File: src/rtl/tm1638_spi_rx.sv
// rtl/tm1638_spi_rx.sv - TM1638 3-wire serial receiver (display-controller end of the link)
// Optional input glitch filter: define TM1638_SPI_RX_GLITCH_FILTER_EN.
module tm1638_spi_rx #(
  parameter int SYNC_STAGES = 2,
  parameter int MAX_BYTES   = 17
) (
  input  logic       i_Clk,
  input  logic       i_Rst,
  input  logic       i_SPI_Stb,
  input  logic       i_SPI_Clk,
  input  logic       i_SPI_Dio,
  output logic [7:0] o_Data,
  output logic       o_Data_Valid,
  output logic       o_Data_First,
  input  logic       i_Data_Ack,
  output logic       o_Frame_End,
  output logic       o_Error,
  output logic       o_Overrun,
  output logic [1:0] o_Diag_State,
  output logic [4:0] o_Diag_Count
);

  typedef enum logic [1:0] {
    IDLE    = 2'd0,
    CMD     = 2'd1,
    DATA    = 2'd2,
    DISCARD = 2'd3
  } state_t;

  localparam logic [4:0] MAX_CNT = 5'(MAX_BYTES);

  state_t                 state;
  logic [SYNC_STAGES-1:0] stb_sync;
  logic [SYNC_STAGES-1:0] clk_sync;
  logic [SYNC_STAGES-1:0] dio_sync;
  logic                   stb_s;
  logic                   clk_s;
  logic                   dio_s;
  logic                   stb_q;
  logic                   clk_q;
  logic                   clk_rise;
  logic                   stb_rise;
  logic                   stb_fall;
  logic [7:0]             shift;
  logic [2:0]             bit_cnt;
  logic [4:0]             byte_cnt;
  logic                   load_pend;
  logic                   pend_first;

  // Preset to 1 so a reset never fabricates a bus edge.
  always_ff @(posedge i_Clk or negedge i_Rst) begin
    if (!i_Rst) begin
      stb_sync <= '1;
      clk_sync <= '1;
      dio_sync <= '1;
    end else begin
      stb_sync <= {stb_sync[SYNC_STAGES-2:0], i_SPI_Stb};
      clk_sync <= {clk_sync[SYNC_STAGES-2:0], i_SPI_Clk};
      dio_sync <= {dio_sync[SYNC_STAGES-2:0], i_SPI_Dio};
    end
  end

`ifdef TM1638_SPI_RX_GLITCH_FILTER_EN
  logic stb_f;
  logic clk_f;
  logic dio_f;

  // The last two synchroniser stages are consecutive samples; update only when they agree.
  always_ff @(posedge i_Clk or negedge i_Rst) begin
    if (!i_Rst) begin
      stb_f <= 1'b1;
      clk_f <= 1'b1;
      dio_f <= 1'b1;
    end else begin
      if (stb_sync[SYNC_STAGES-1] == stb_sync[SYNC_STAGES-2]) stb_f <= stb_sync[SYNC_STAGES-1];
      if (clk_sync[SYNC_STAGES-1] == clk_sync[SYNC_STAGES-2]) clk_f <= clk_sync[SYNC_STAGES-1];
      if (dio_sync[SYNC_STAGES-1] == dio_sync[SYNC_STAGES-2]) dio_f <= dio_sync[SYNC_STAGES-1];
    end
  end

  assign stb_s = stb_f;
  assign clk_s = clk_f;
  assign dio_s = dio_f;
`else
  assign stb_s = stb_sync[SYNC_STAGES-1];
  assign clk_s = clk_sync[SYNC_STAGES-1];
  assign dio_s = dio_sync[SYNC_STAGES-1];
`endif

  always_ff @(posedge i_Clk or negedge i_Rst) begin
    if (!i_Rst) begin
      stb_q <= 1'b1;
      clk_q <= 1'b1;
    end else begin
      stb_q <= stb_s;
      clk_q <= clk_s;
    end
  end

  assign clk_rise = clk_s & ~clk_q;
  assign stb_rise = stb_s & ~stb_q;
  assign stb_fall = ~stb_s & stb_q;

  always_ff @(posedge i_Clk or negedge i_Rst) begin
    if (!i_Rst) begin
      state        <= IDLE;
      shift        <= 8'd0;
      bit_cnt      <= 3'd0;
      byte_cnt     <= 5'd0;
      load_pend    <= 1'b0;
      pend_first   <= 1'b0;
      o_Data       <= 8'd0;
      o_Data_Valid <= 1'b0;
      o_Data_First <= 1'b0;
      o_Frame_End  <= 1'b0;
      o_Error      <= 1'b0;
      o_Overrun    <= 1'b0;
    end else begin
      o_Frame_End <= 1'b0;
      o_Error     <= 1'b0;
      o_Overrun   <= 1'b0;
      load_pend   <= 1'b0;

      if (o_Data_Valid && i_Data_Ack) o_Data_Valid <= 1'b0;

      // A completed byte lands one cycle after its 8th bit; an ack in this cycle frees the slot.
      if (load_pend) begin
        o_Data       <= shift;
        o_Data_First <= pend_first;
        o_Data_Valid <= 1'b1;
        o_Overrun    <= o_Data_Valid && !i_Data_Ack;
      end

      case (state)
        IDLE: begin
          if (stb_fall) begin
            state    <= CMD;
            bit_cnt  <= 3'd0;
            byte_cnt <= 5'd0;
            shift    <= 8'd0;
          end
        end
        CMD, DATA: begin
          if (stb_rise) begin
            o_Frame_End <= 1'b1;
            o_Error     <= (bit_cnt != 3'd0);
            bit_cnt     <= 3'd0;
            state       <= IDLE;
          end else if (clk_rise) begin
            if (byte_cnt == MAX_CNT) begin
              o_Error <= 1'b1;
              state   <= DISCARD;
            end else begin
              shift[bit_cnt] <= dio_s;
              bit_cnt        <= bit_cnt + 3'd1;
              if (bit_cnt == 3'd7) begin
                byte_cnt   <= byte_cnt + 5'd1;
                load_pend  <= 1'b1;
                pend_first <= (state == CMD);
                state      <= DATA;
              end
            end
          end
        end
        DISCARD: begin
          if (stb_rise) begin
            o_Frame_End <= 1'b1;
            o_Error     <= (bit_cnt != 3'd0);
            bit_cnt     <= 3'd0;
            state       <= IDLE;
          end
        end
        default: state <= IDLE;
      endcase
    end
  end

  assign o_Diag_State = state;
  assign o_Diag_Count = byte_cnt;

endmodule

File: config.mk
export PLATFORM = sky130hd
export DESIGN_NAME = tm1638_spi_rx
export DESIGN_NICKNAME = d
export VERILOG_FILES = /design/src/rtl/tm1638_spi_rx.sv
export SDC_FILE = /design/constraint.sdc
export NUM_CORES = 1
export LEC_CHECK = 0
export BUFFER_PORTS_ARGS = -buffer_cell sky130_fd_sc_hd__buf_2
export CAP_MARGIN = 30
export CORE_UTILIZATION = 61
export DETAILED_ROUTE_END_ITERATION = 6
export PLACE_DENSITY = 0.87
export SYNTH_ARGS = -nofsm -noshare
export SYNTH_HDL_FRONTEND = slang
export SYNTH_SLANG_ARGS = --single-unit
File: constraint.sdc
create_clock -name i_Clk -period 2.74 [get_ports i_Clk]
set_clock_uncertainty 0.05 [all_clocks]
set_input_delay 0.137 -clock i_Clk [delete_from_list [all_inputs] [get_ports i_Clk]]
set_output_delay 0.137 -clock i_Clk [all_outputs]
set_load 0.01 [all_outputs]
==> results.py <==
metrics = {
    "run_status": {
        "status": "complete, no violations",
    },
    "global_route": {
        "grt_max_degree": 42,
        "gr-usage-met3_pct": 6.813,
        "grt_pass1_vias": 1363,
        "overflow": 0,
        "antenna_found_initial": 0,
        "grtUsageTotal_pct": 25.56,
        "grt_pass1_wl_um": 6417,
        "grt.busiest_layer": "met2",
        "use_met1_pct": 32.41,
        "grt_util_met2_pct": 42.05,
    },
    "yosys": {
        "synth-seq-cells": 41,
        "synth.top_cell.area_share_pct": 41.72,
        "yosysWarningCount": 0,
        "yosysMostFrequentCell": "dfrtp_1",
        "syn-cell-area_um2": 1979,
        "syn_inst": 167,
        "synth_ff_type": "dfrtp_1",
        "synth_edf_count": 0,
        "ys_async_sr_fraction_pct": 100.0,
        "yosysSeqAreaShare_pct": 52.34,
        "syn_avg_cell_area_um2": 11.85,
        "synth_area_leader_cell": "dfrtp_1",
        "synth_fp_nets": 181,
        "ys_types": 51,
        "yosys-top-cells-count": "dfrtp_1 (33), inv_1 (10), nand3_1 (10)",
        "yosys-top-cells-area": "dfrtp_1 (42%), dfstp_2 (11%), mux2_2 (5.1%)",
    },
    "route": {
        "vias": 1441,
        "totalWireLength_um": 3804,
        "routedWlPerCell_um": 15.72,
        "drc": 0,
        "viasPerCell": 5.955,
        "ant_nets": 0,
        "dr.pass1.iters": 4,
        "drt_iter0_drc": 73,
    },
    "layout": {
        "nets": 211,
        "fin_util_pct": 73.62,
        "n_antenna_cell": 0,
        "num-fill-cells": 225,
        "fin_cells": 242,
        "drive_gt1_share_pct": 32.32,
        "syn_to_final_growth_pct": 14.48,
    },
    "clocking": {
        "cts-root-buf": "clkbuf_4",
        "cts.sinks": 41,
        "clk_path_buf_depth": 2,
        "path_clk_slew_ns": 0.12,
        "insertion_delay_ns": 0.35,
        "cts_tree": "yes",
        "cts-resized-gates": 0,
        "cts_buffers": 5,
        "post-cts-setup-buffer-count": 0,
        "ctsHtreeMaxLevel": 2,
    },
    "critical_path": {
        "critical_path_class": "flip-flop to flip-flop",
        "critPathArrivalTime_ns": 2.39,
        "r2r_start": "o_Diag_State[1]",
        "worstSetupStartpoint": "o_Diag_State[1]",
        "startpoint_type": "flip-flop",
        "cp.required_ns": 2.93,
        "endpoint_kind": "flip-flop",
        "cp_max_fo": 13,
    },
    "min_path": {
        "hold_class": "flip-flop to flip-flop",
        "hp-start": "stb_sync[0]",
    },
    "pwr": {
        "seqPwrFrac_pct": 42.7,
        "p_leak_nw": 1.097,
        "swShare_pct": 37.26,
        "power_switching_w": 0.0006944,
        "clkPwrFrac_pct": 21.7,
        "p_per_area_nw_per_um2": 822.5,
        "internal_power_w": 0.001169,
        "combPwrFrac_pct": 35.6,
        "vdd_drop_max_uv": 445.7,
    },
    "die": {
        "initial_utilization_pct": 64.31,
        "core_um2": 3078,
        "die_area_um2": 3477,
        "die_h_um": 58.97,
        "die_w_um": 58.97,
        "num_io_pins": 26,
        "num_rows": 20,
    },
    "timing": {
        "final.setup.tns_ns": 0,
        "fin_crit_ns": 2.198,
        "fin_crit_sh_pct": 80.22,
        "finalSetupViolCount": 0,
        "setup_slack_ns": 0.5419,
        "finalHoldViolCount": 0,
        "rsz0062_at_grt": "no",
        "worstMarginPinSlew_ns": 0.8655,
        "holdWs_ns": 0.3155,
        "slew_headroom_pct": 42.30,
        "max_freq_ghz": 0.4549,
        "final_max_slew_viol_count": 0,
    },
    "place": {
        "gp_congestion": 0.8343,
        "dp.final_hpwl_um": 2514,
        "pre_cts_ws_ns": 0.5760,
        "post-place-cells": 229,
        "portBuffers": 25,
    },
    "run": {
        "drv_cap": 0,
    },
}
## cell usage in the layout (no fill, tap or decap), types with 2 or more instances in the layout
master         instances
a22oi_1                3
a211oi_1               3
dfstp_2                8
a211o_1                4
ha_1                   8
nor3_1                 2
or3_1                  2
nand4_1                2
nand2_1                6
mux2_2                 9
dlygate4sd3_1          5
o211ai_1               2
buf_2                 25
a31oi_1                2
and3_1                 3
nand2b_1               2
nor4_1                 3
nor2_1                 3
dfrtp_1               33
nand3_1               10
a21oi_1                5
clkbuf_4               5
inv_1                 10
o22ai_1                4
o21ai_1                3
mux2i_1                3
o31ai_1                4
nand3_2                2
## worst max-delay path, stage by stage (launching register included)
cell	delay (ns)
dfrtp_1	0.40
inv_1	0.09
ha_1	0.54
inv_2	0.15
or3_1	0.41
and3_1	0.19
a211o_1	0.26
## state kept, by name (all words and copies together) (netlist names)
| signal | cells |
|---|---|
| load_pend | 1 |
| shift | 8 |
| pend_first | 1 |
| o_Data | 8 |
| dio_sync | 2 |
| bit_cnt | 3 |
| clk_q | 1 |
| stb_q | 1 |
| o_Diag_Count | 5 |
| o_Data_First | 1 |
| o_Diag_State | 2 |
| stb_sync | 2 |
| o_Overrun | 1 |
| o_Error | 1 |
| clk_sync | 2 |
| o_Data_Valid | 1 |
| o_Frame_End | 1 |
## metrics by stage
| step | total power, W | cell area (um^2) |
|---|---|---|
| 5_1_grt | 0.001991 | 2266 |
| 6_report | 0.001864 | 2266 |
| 2_1_floorplan | 0.001288 | 1979 |
| 3_3_place_gp | 0.001422 | 2131 |
| 4_1_cts | 0.001869 | 2266 |
| 3_5_place_dp | 0.001450 | 2131 |
## power by group through the flow
stage | clock network (W) | logic, W | registers (W)
finish | 0.000404 | 0.000663 | 0.000797
global route | 0.000436 | 0.000746 | 0.000808
CTS | 0.000413 | 0.000662 | 0.000793
detailed placement | 0 | 0.000646 | 0.000804
global placement | 0 | 0.000626 | 0.000796
floorplan | 0 | 0.000517 | 0.000771
## logic make-up after synthesis
group           count (synthesis)  synth area share [%]
buf+inv                        19                 3.919
flops                          41                 52.34
fa+ha+maj                       8                 5.057
compound gates                 41                 16.50
simple gates                   45                 14.98
mux                            13                 7.206
## path summary, 6_finish.rpt
check	endpoint	slack, ns	depth (start not counted)
worst max register to register	o_Diag_Count[4]	0.54	6
min in group asynchronous	o_Frame_End	0.38	2
max in group asynchronous	o_Diag_Count[1]	1.72	2
worst min-delay path	stb_sync[1]	0.32	0
worst min register to register	stb_sync[1]	0.32	0
worst max-delay path	o_Diag_Count[4]	0.54	6
## metal layers
layer	wire, um	vias up
li1	-	680
met1	1706	716
met4	58	0
met5	0	-
met3	159	6
met2	1879	39
## cell type report
| class | instances | area (um^2) | area share, % |
|---|---|---|---|
| timing repair buffer | 31 | 182.7 | 8.062 |
| tap | 44 | 55.05 | 2.430 |
| clock buffer | 7 | 55.05 | 2.430 |
| multi-input combinational | 107 | 865.8 | 38.21 |
| inverter | 11 | 41.29 | 1.822 |
| sequential | 41 | 1036 | 45.72 |
| clock inverter | 1 | 30.03 | 1.325 |
## what timing repair did
item                                    4_1_cts  5_1_grt
hold buffers                                  5        0
endpoints found under the setup margin        0        0
hold endpoints to repair                     37        0
Power figures use the tool's default switching activity.
